File: config.mk
export PLATFORM = sky130hd
export DESIGN_NAME = embedding_seq_ctrl
export DESIGN_NICKNAME = d
export VERILOG_FILES = /design/src/rtl/embedding_seq_ctrl.sv
export SDC_FILE = /design/constraint.sdc
export NUM_CORES = 1
export LEC_CHECK = 0
export CAP_MARGIN = 40
export CORE_MARGIN = 2
export CORE_UTILIZATION = 43
export CTS_BUF_LIST = sky130_fd_sc_hd__clkbuf_16
export CTS_CLUSTER_SIZE = 28
export DETAILED_ROUTE_END_ITERATION = 10
export PLACE_DENSITY = 0.79
export SYNTH_ARGS = -nofsm -noshare
export SYNTH_HDL_FRONTEND = slang
export SYNTH_SLANG_ARGS = --single-unit
File: constraint.sdc
create_clock -name clk -period 6.9 [get_ports clk]
set_input_delay 1.38 -clock clk [delete_from_list [all_inputs] [get_ports clk]]
set_output_delay 1.38 -clock clk [all_outputs]
set_load 0.02 [all_outputs]
File: src/rtl/embedding_seq_ctrl.sv
// Sequencer in front of embedding_lookup: turns a row-oriented load stream
// into per-dim table writes, turns a token stream into position-tagged
// lookups, serialises the two on the shared table, and buffers results in a
// 2-entry first-word-fall-through FIFO.
module embedding_seq_ctrl #(
    parameter int VOCAB_SIZE  = 16,
    parameter int MAX_SEQ_LEN = 8,
    parameter int EMBED_DIM   = 4,
    parameter int DATA_WIDTH  = 16,
    localparam int TW  = $clog2(VOCAB_SIZE),
    localparam int PW  = $clog2(MAX_SEQ_LEN),
    localparam int DIW = $clog2(EMBED_DIM),
    localparam int DW  = DATA_WIDTH,
    localparam int ED  = EMBED_DIM
) (
    input  logic              clk,
    input  logic              rst,
    // load stream
    input  logic              ld_valid,
    output logic              ld_ready,
    input  logic              ld_is_pos,
    input  logic [TW-1:0]     ld_row,
    input  logic [DW-1:0]     ld_data,
    // token stream
    input  logic              tok_valid,
    output logic              tok_ready,
    input  logic [TW-1:0]     tok_id,
    input  logic              tok_last,
    // result stream
    output logic              out_valid,
    input  logic              out_ready,
    output logic [ED*DW-1:0]  out_emb,
    output logic [PW-1:0]     out_pos,
    output logic              out_last,
    // status
    output logic              seq_overflow,
    output logic              busy,
    // embedding_lookup interface
    output logic              lk_load_token_emb,
    output logic              lk_load_pos_emb,
    output logic [TW-1:0]     lk_load_token_idx,
    output logic [PW-1:0]     lk_load_pos_idx,
    output logic [DIW-1:0]    lk_load_dim_idx,
    output logic [DW-1:0]     lk_load_data,
    output logic              lk_valid_in,
    output logic [TW-1:0]     lk_token_id,
    output logic [PW-1:0]     lk_position,
    input  logic [ED*DW-1:0]  lk_emb_out,
    input  logic              lk_valid_out
);

    localparam int CW = $clog2(MAX_SEQ_LEN + 1);

    typedef enum logic {
        S_IDLE,
        S_LOAD
    } state_t;

    state_t          state, state_nxt;
    logic [DIW-1:0]  dim_cnt, dim_cnt_nxt;
    logic [TW-1:0]   row_q;
    logic            is_pos_q;
    logic [CW-1:0]   pos_cnt;
    logic            inflight;
    logic            last_q;

    logic            ld_priority;
    logic            lookup_grant;
    logic            ld_fire;
    logic            pos_full;
    logic            dim_last;
    logic [TW-1:0]   row_sel;
    logic            is_pos_sel;

    logic [ED*DW-1:0] fifo_emb  [2];
    logic [PW-1:0]    fifo_pos  [2];
    logic             fifo_last [2];
    logic             rd_ptr, wr_ptr;
    logic [1:0]       fifo_cnt;
    logic             push, pop;

    // State register and row bookkeeping.
    always_ff @(posedge clk) begin
        if (rst) begin
            state    <= S_IDLE;
            dim_cnt  <= '0;
            row_q    <= '0;
            is_pos_q <= 1'b0;
        end else begin
            state   <= state_nxt;
            dim_cnt <= dim_cnt_nxt;
            if (ld_fire && state == S_IDLE) begin
                row_q    <= ld_row;
                is_pos_q <= ld_is_pos;
            end
        end
    end

    // Arbitration, handshakes and next-state logic.
    always_comb begin
        state_nxt    = state;
        dim_cnt_nxt  = dim_cnt;
        pos_full     = (pos_cnt == CW'(MAX_SEQ_LEN));
        ld_priority  = ld_valid && (state == S_IDLE);
        // The issue cycle also blocks a grant, so a single inflight bit is
        // enough credit and tokens are accepted at most every other cycle.
        tok_ready    = (state == S_IDLE) && !lk_valid_in &&
                       ((fifo_cnt + {1'b0, inflight}) < 2'd2) && !ld_priority;
        lookup_grant = tok_valid && tok_ready;
        ld_ready     = (state == S_LOAD) ||
                       ((state == S_IDLE) && !inflight && !lookup_grant);
        ld_fire      = ld_valid && ld_ready;
        dim_last     = (dim_cnt == DIW'(ED - 1));
        row_sel      = (state == S_IDLE) ? ld_row : row_q;
        is_pos_sel   = (state == S_IDLE) ? ld_is_pos : is_pos_q;
        if (ld_fire) begin
            if (dim_last) begin
                dim_cnt_nxt = '0;
                state_nxt   = S_IDLE;
            end else begin
                dim_cnt_nxt = dim_cnt + DIW'(1);
                state_nxt   = S_LOAD;
            end
        end
    end

    // Registered table-write pulse for each accepted load word.
    always_ff @(posedge clk) begin
        if (rst) begin
            lk_load_token_emb <= 1'b0;
            lk_load_pos_emb   <= 1'b0;
            lk_load_token_idx <= '0;
            lk_load_pos_idx   <= '0;
            lk_load_dim_idx   <= '0;
            lk_load_data      <= '0;
        end else begin
            lk_load_token_emb <= ld_fire && !is_pos_sel;
            lk_load_pos_emb   <= ld_fire && is_pos_sel;
            if (ld_fire) begin
                lk_load_token_idx <= row_sel;
                lk_load_pos_idx   <= row_sel[PW-1:0];
                lk_load_dim_idx   <= dim_cnt;
                lk_load_data      <= ld_data;
            end
        end
    end

    // Lookup issue, position counter, overflow flag and in-flight tracking.
    always_ff @(posedge clk) begin
        if (rst) begin
            lk_valid_in  <= 1'b0;
            lk_token_id  <= '0;
            lk_position  <= '0;
            last_q       <= 1'b0;
            pos_cnt      <= '0;
            seq_overflow <= 1'b0;
            inflight     <= 1'b0;
        end else begin
            lk_valid_in <= lookup_grant && !pos_full;
            if (lookup_grant && !pos_full) begin
                lk_token_id <= tok_id;
                lk_position <= pos_cnt[PW-1:0];
                last_q      <= tok_last;
                inflight    <= 1'b1;
            end else if (lk_valid_out) begin
                inflight <= 1'b0;
            end
            if (lookup_grant) begin
                if (tok_last)
                    pos_cnt <= '0;
                else if (!pos_full)
                    pos_cnt <= pos_cnt + CW'(1);
                if (pos_full)
                    seq_overflow <= 1'b1;
            end
        end
    end

    // Result FIFO: captures lookup results with their position/last tags.
    always_ff @(posedge clk) begin
        if (rst) begin
            rd_ptr   <= 1'b0;
            wr_ptr   <= 1'b0;
            fifo_cnt <= '0;
        end else begin
            if (push) begin
                fifo_emb[wr_ptr]  <= lk_emb_out;
                fifo_pos[wr_ptr]  <= lk_position;
                fifo_last[wr_ptr] <= last_q;
                wr_ptr            <= ~wr_ptr;
            end
            if (pop)
                rd_ptr <= ~rd_ptr;
            fifo_cnt <= fifo_cnt + {1'b0, push} - {1'b0, pop};
        end
    end

    // FIFO head presentation and status.
    always_comb begin
        push      = lk_valid_out;
        out_valid = (fifo_cnt != 2'd0);
        pop       = out_valid && out_ready;
        out_emb   = out_valid ? fifo_emb[rd_ptr]  : '0;
        out_pos   = out_valid ? fifo_pos[rd_ptr]  : '0;
        out_last  = out_valid ? fifo_last[rd_ptr] : 1'b0;
        busy      = (state == S_LOAD) || inflight || lk_valid_in || out_valid;
    end

endmodule
==> results.json, run 1 <==
{
  "max_stage_delay_ns": 0.65,
  "ys_types": 40,
  "avgSynthCellArea_sq_um": 13.4,
  "antennaDiodeCount": 0,
  "path_delay_family": "buffers and inverters",
  "p_leak_nw": 3.50,
  "worstSetupPathDepth": 5,
  "rsz0062_at_grt": "no",
  "final.setup_skew_ns": 0.00745,
  "outcome": "finished, final reports clean",
  "synthArstFlopShare_pct": 0,
  "via_count": 4860,
  "fillers": 1280,
  "crit_start": "ld_valid",
  "syn_inst": 541,
  "path_class": "input port to output port",
  "overflow": 0,
  "power.internal_mw": 2.44,
  "synth_top_cell_by_area": "edfxtp_1",
  "power.total_mw": 3.56,
  "yosysMostFrequentCell": "edfxtp_1",
  "r2r_start": "fifo_cnt[0]",
  "slew_viol_final": 0,
  "fin_tns_setup_ns": 0,
  "postCtsSetupBuffers": 0,
  "holdWs_ns": 0.463,
  "clockBufferDepth": 2,
  "die-area_sq_um": 17900,
  "grt_max_degree": 57,
  "clockPowerShare_pct": 28.6,
  "ir_worst_vdd_uv": 188,
  "critical_path_buf_inv_count": 2,
  "wl_um": 15700,
  "crit_top_cell": "clkdlybuf4s50_1",
  "die_y_um": 134,
  "setup_violations": 0,
  "synth_warnings": 0,
  "worstSkewPairLatency_ns": 0.42,
  "ys_seq_area_share_pct": 70.8,
  "cp_slowest_cell": "clkdlybuf4s50_1",
  "core-area_sq_um": 16500,
  "post-route-period-util_pct": 70.3,
  "synth_area_leaders": "edfxtp_1 56%, dfxtp_1 14%, mux2i_1 11%, nor2_1 5.3%, nand2_1 2.4%",
  "crit_chain": "clkdlybuf4s50_1 -> or4b_4 -> o21ai_0 -> nand2_1 -> clkdlybuf4s50_1",
  "detail-route-antenna-nets": 0,
  "synth_edf_count": 136,
  "grt_pass1_wl_um": 24500,
  "final_layout_size_suffix_gt1_share_pct": 5.86,
  "track_usage_pct": 17.4,
  "synthesis.area_sq_um": 7240,
  "cts_root_buf": "clkbuf_16",
  "relSlewSlack_pct": 48.9,
  "netlist.area_leader.share_pct": 56.4,
  "switching_power_mw": 1.12,
  "power_density_nw_per_um2": 351,
  "multiInputGateArea_sq_um": 1980,
  "drt_first_pass_iters": 5,
  "cp.arrival_ns": 3.47,
  "drt_iter0_drc": 298,
  "clk_pin_slew_ns": 0.07,
  "max-cap-violations": 0,
  "cts_tree": "done",
  "period_needed_ns": 4.85,
  "initial_core_util_pct": 43.8,
  "regArea_sq_um": 5130,
  "worst_slew_pin_slew_ns": 0.767,
  "dieWidth_um": 134,
  "row_count": 47,
  "grt_pass1_vias": 4934,
  "postCtsHoldBufs": 0,
  "start_kind": "input port",
  "hold_viol": 0,
  "via_per_inst": 5.01,
  "power_frac_seq_pct": 37.6,
  "synthFlopType": "edfxtp_1",
  "clock-sinks": 188,
  "cp-end-kind": "output port",
  "rrSetupSlack_ns": 4.56,
  "cp.required_ns": 5.52,
  "fmax_mhz": 206,
  "combPwrFrac_pct": 33.8,
  "dp_hpwl_um": 10600,
  "ys_ff_latch": 188,
  "wire_per_inst_um": 16.2,
  "ys_top_cells_by_count": "136 x edfxtp_1, 103 x nor2_1, 82 x mux2i_1, 52 x dfxtp_1, 47 x nand2_1",
  "syn_nets": 642,
  "worstRegToRegCells": 9,
  "drc": 0,
  "synthToLayoutAreaGrowth_pct": 39.8,
  "hold_class": "register to register",
  "numCtsBuffers": 17,
  "ctsResizeCount": 0,
  "htree_levels": 4,
  "critPathMaxFanout": 15,
  "globalplace.congestion": 0.771,
  "switching_share_pct": 31.4,
  "endpoint": "ld_ready",
  "antenna_found_initial": 0,
  "ioPinCount": 204,
  "num-nets-final": 839,
  "portBuffers": 203,
  "r2r_end": "fifo_cnt[1]"
}
[power by group through the flow]
| stage | Clock [mW] | Sequential [mW] | Combinational, mW |
|---|---|---|---|
| 2_1_floorplan | 0 | 1.33 | 0.674 |
| 3_3_place_gp | 0 | 1.36 | 1.19 |
| 3_5_place_dp | 0 | 1.36 | 1.21 |
| 4_1_cts | 1.04 | 1.34 | 1.22 |
| 5_1_grt | 1.07 | 1.34 | 1.28 |
| 6_report | 1.02 | 1.34 | 1.20 |
[per-layer routing]
layer	vias up	GRT usage, %	part of all wire [%]
met3	19	5.48	7.3
met5	-	0	0
li1	2314	-	-
met2	172	30.7	51
met1	2355	19.8	40
met4	0	6.86	1.7
[cell families (layout without fill, tap and decap cells)]
group	after synthesis	in the layout	share of synthesized area, %
fa+ha+maj	5	5	0.864
flops	188	188	70.8
buf+inv	40	250	2.26
simple gates	180	180	11.0
xor+xnor	4	4	0.484
mux	82	82	11.3
compound gates	42	42	3.35
[tightest hold or removal path, stage by stage (launching register included)]
cell and delay (ns):
dfxtp_1 0.31, nand2_1 0.05, a21oi_1 0.05
[cell type report]
type	instances	share of cell area, %
Clock buffer	17	4.20
Clock inverter	15	1.89
Inverter	8	0.297
Multi-Input combinational cell	313	19.5
Sequential cell	188	50.6
Tap cell	220	2.72
Timing Repair Buffer	210	20.7
[worst min path at each step]
stage	end	slack (ns)	cells after the start	start
2_1_floorplan	fifo_last[0]	0.42	0	last_q
3_3_place_gp	lk_load_data[15]	0.44	2	lk_load_data[15]
3_5_place_dp	lk_load_data[4]	0.45	2	lk_load_data[4]
4_1_cts	lk_load_data[5]	0.47	2	lk_load_data[5]
5_1_grt	lk_load_data[5]	0.47	2	lk_load_data[5]
6_report	lk_load_dim_idx[1]	0.46	2	lk_load_dim_idx[1]
[registers in the layout (all words and copies together) (netlist names), 3 cells and up, named ones only]
register	flops
lk_token_id	4
fifo_pos	6
lk_position	3
fifo_emb	128
lk_load_data	16
row_q	4
lk_load_token_idx	4
pos_cnt	4
[placed cells by master (no fill, tap or decap), drive strengths merged, types with 2 or more instances in the layout]
cell type        n
a211oi           2
a21boi           2
a21oi           27
a2bb2oi          3
and3b            3
buf              8
bufinv           4
clkbuf          17
clkdlybuf4s50  202
clkinv           4
dfxtp           52
edfxtp         136
ha               5
inv             14
mux2i           82
nand2           47
nand2b           2
nor2           103
nor2b            3
nor3             2
nor3b            2
nor4             4
o21ai            4
or3              5
or4              3
xnor2            3
[stage by stage]
stage	util [%]	instance area (sq um)	cells	setup slack, ns
2_1_floorplan	-	7250	541	1.98
5_1_grt	61.3	10100	971	1.91
3_5_place_dp	57.6	9510	939	2.07
4_1_cts	61.3	10100	971	2.05
3_3_place_gp	57.4	9480	938	2.07
6_report	61.3	10100	971	2.05
Note: power is estimated with default switching activity, not from simulation.
==> run 2, diff against run 1 <==
--- a/config.mk
+++ b/config.mk
@@ -7,11 +7,11 @@
 export LEC_CHECK = 0
 export CAP_MARGIN = 40
 export CORE_MARGIN = 2
-export CORE_UTILIZATION = 43
+export CORE_UTILIZATION = 48
 export CTS_BUF_LIST = sky130_fd_sc_hd__clkbuf_16
 export CTS_CLUSTER_SIZE = 28
 export DETAILED_ROUTE_END_ITERATION = 10
-export PLACE_DENSITY = 0.79
+export PLACE_DENSITY = 0.83
 export SYNTH_ARGS = -nofsm -noshare
 export SYNTH_HDL_FRONTEND = slang
 export SYNTH_SLANG_ARGS = --single-unit
==> constraint.sdc (replaced) <==
create_clock -name clk -period 4.7 [get_ports clk]
set_input_delay 0.94 -clock clk [delete_from_list [all_inputs] [get_ports clk]]
set_output_delay 0.94 -clock clk [all_outputs]
set_load 0.02 [all_outputs]
==> run 2 against run 1 <==
  * Register-to-register slack got worse by 2.1 ns
  * Clock-buffer cell count unchanged
  * Largest power group unchanged
  * Core utilization increased by 7.7 points
==> results.json, run 2 (synthesized netlist as in run 1, its figures left out) <==
{
  "via_per_inst": 5.26,
  "rsz0062_at_grt": "no",
  "postCtsSetupBuffers": 0,
  "postCtsHoldBufs": 0,
  "clk_pin_slew_ns": 0.06,
  "setup_ws_ns": 0.743,
  "final_cell_mix": "202 x clkdlybuf4s50_1, 136 x edfxtp_1, 102 x nor2_1, 82 x mux2i_1, 51 x dfxtp_1",
  "power.total_mw": 5.20,
  "largest_reg_flops": 128,
  "cp_slowest_cell": "clkdlybuf4s50_1",
  "grt_max_degree": 69,
  "final.setup_skew_ns": 0.00580,
  "hold_viol": 0,
  "place_worst_setup_slack_ns": 0.768,
  "antennaDiodeCount": 0,
  "fin_tns_setup_ns": 0,
  "path_class": "input port to output port",
  "grt_pass1_wl_um": 25100,
  "top_regs": "fifo_emb: 128 flops, lk_load_data: 16 flops, fifo_pos: 6 flops",
  "p_leak_nw": 3.51,
  "clockBufferDepth": 2,
  "cp.required_ns": 3.76,
  "grt_pass1_vias": 4964,
  "wire_per_inst_um": 17.0,
  "setup_violations": 0,
  "cts_root_buf": "clkbuf_16",
  "final_layout_size_suffix_gt1_share_pct": 5.72,
  "die_y_um": 127,
  "fillers": 994,
  "globalplace.congestion": 0.841,
  "synthToLayoutAreaGrowth_pct": 39.6,
  "dieWidth_um": 127,
  "crit_chain": "clkdlybuf4s50_1 -> or4b_4 -> o21ai_0 -> nand2_1 -> clkdlybuf4s50_1",
  "ioPinCount": 204,
  "relSlewSlack_pct": 44.9,
  "ir_worst_vdd_uv": 270,
  "final_common_cell": "clkdlybuf4s50_1",
  "crit_top_cell": "clkdlybuf4s50_1",
  "overflow": 0,
  "max_stage_delay_ns": 0.64,
  "worstSkewPairLatency_ns": 0.42,
  "numCtsBuffers": 17,
  "fmax_mhz": 253,
  "cts_tree": "done",
  "period_needed_ns": 3.96,
  "drc": 0,
  "drt_iter0_drc": 415,
  "detail-route-antenna-nets": 0,
  "cp-end-kind": "output port",
  "max-cap-violations": 0,
  "num-nets-final": 841,
  "ctsResizeCount": 0,
  "start_kind": "input port",
  "slew_viol_final": 0,
  "die-area_sq_um": 16100,
  "via_count": 4926,
  "wl_um": 15900,
  "core-area_sq_um": 14600,
  "regMostFlops": "fifo_emb",
  "track_usage_pct": 20.0,
  "outcome": "finished, final reports clean",
  "cp.arrival_ns": 3.02,
  "critPathMaxFanout": 15,
  "row_count": 44,
  "drt_first_pass_iters": 5,
  "worst_slew_pin_slew_ns": 0.827,
  "initial_core_util_pct": 49.5,
  "power_density_nw_per_um2": 515,
  "post-route-period-util_pct": 84.2,
  "antenna_found_initial": 1,
  "clock-sinks": 188,
  "htree_levels": 4,
  "hold_class": "register to register",
  "portBuffers": 203,
  "dp_hpwl_um": 10500
}
==> run 2: cell types whose count changed in the layout (fill, tap and decap cells not counted) <==
cell        delta
clkinv_2       -1
inv_6          -3
inv_8          +1
buf_12         +2
clkinv_4       -1
clkinvlp_4     +1
clkinv_1       +2
==> run 2: path summary, 6_finish.rpt <==
check | cells past startpoint | slack (ns) | from | endpoint
worst max-delay path | 5 | 0.74 | ld_valid | ld_ready
worst min-delay path | 2 | 0.45 | lk_load_data[12] | lk_load_data[12]
worst max register to register | 4 | 2.47 | state | pos_cnt[0]
worst min register to register | 2 | 0.45 | lk_load_data[12] | lk_load_data[12]
==> run 2: critical path, delay by kind of cell <==
kind                   cells  cell delay, ns
buffers and inverters      2            1.18
and+or+nand+nor            2            0.71
AOI/OAI and AO/OA          1            0.19
==> run 2: per-layer routing <==
layer	wire [um]	GRT usage (%)	vias up
met3	1410	6.03	18
met1	6580	24.8	2337
li1	-	-	2320
met2	7680	33.6	251
met5	0	0	-
met4	217	6.72	0
==> run 2: final cells by class <==
cell class,count,area (sq um),area share (%)
Timing Repair Buffer,212,2140,21.2
Clock buffer,17,425,4.21
Clock inverter,14,178,1.76
Inverter,8,30.0,0.297
Multi-Input combinational cell,313,1980,19.6
Sequential cell,188,5130,50.7
Tap cell,184,230,2.28
==> run 2: through the flow <==
stage	utilization, %	instances	instance area, sq um	hold WS (ns)
2_1_floorplan	-	541	7250	0.425
3_3_place_gp	64.4	902	9440	0.441
3_5_place_dp	64.9	905	9510	0.448
4_1_cts	69.0	936	10100	0.460
5_1_grt	69.0	936	10100	0.478
6_report	69.0	936	10100	0.455
==> run 2: report_power, final <==
group	switching (mW)	internal (mW)
registers	0.118	1.87
logic	0.924	0.828
clock network	0.585	0.881
total	1.63	3.58
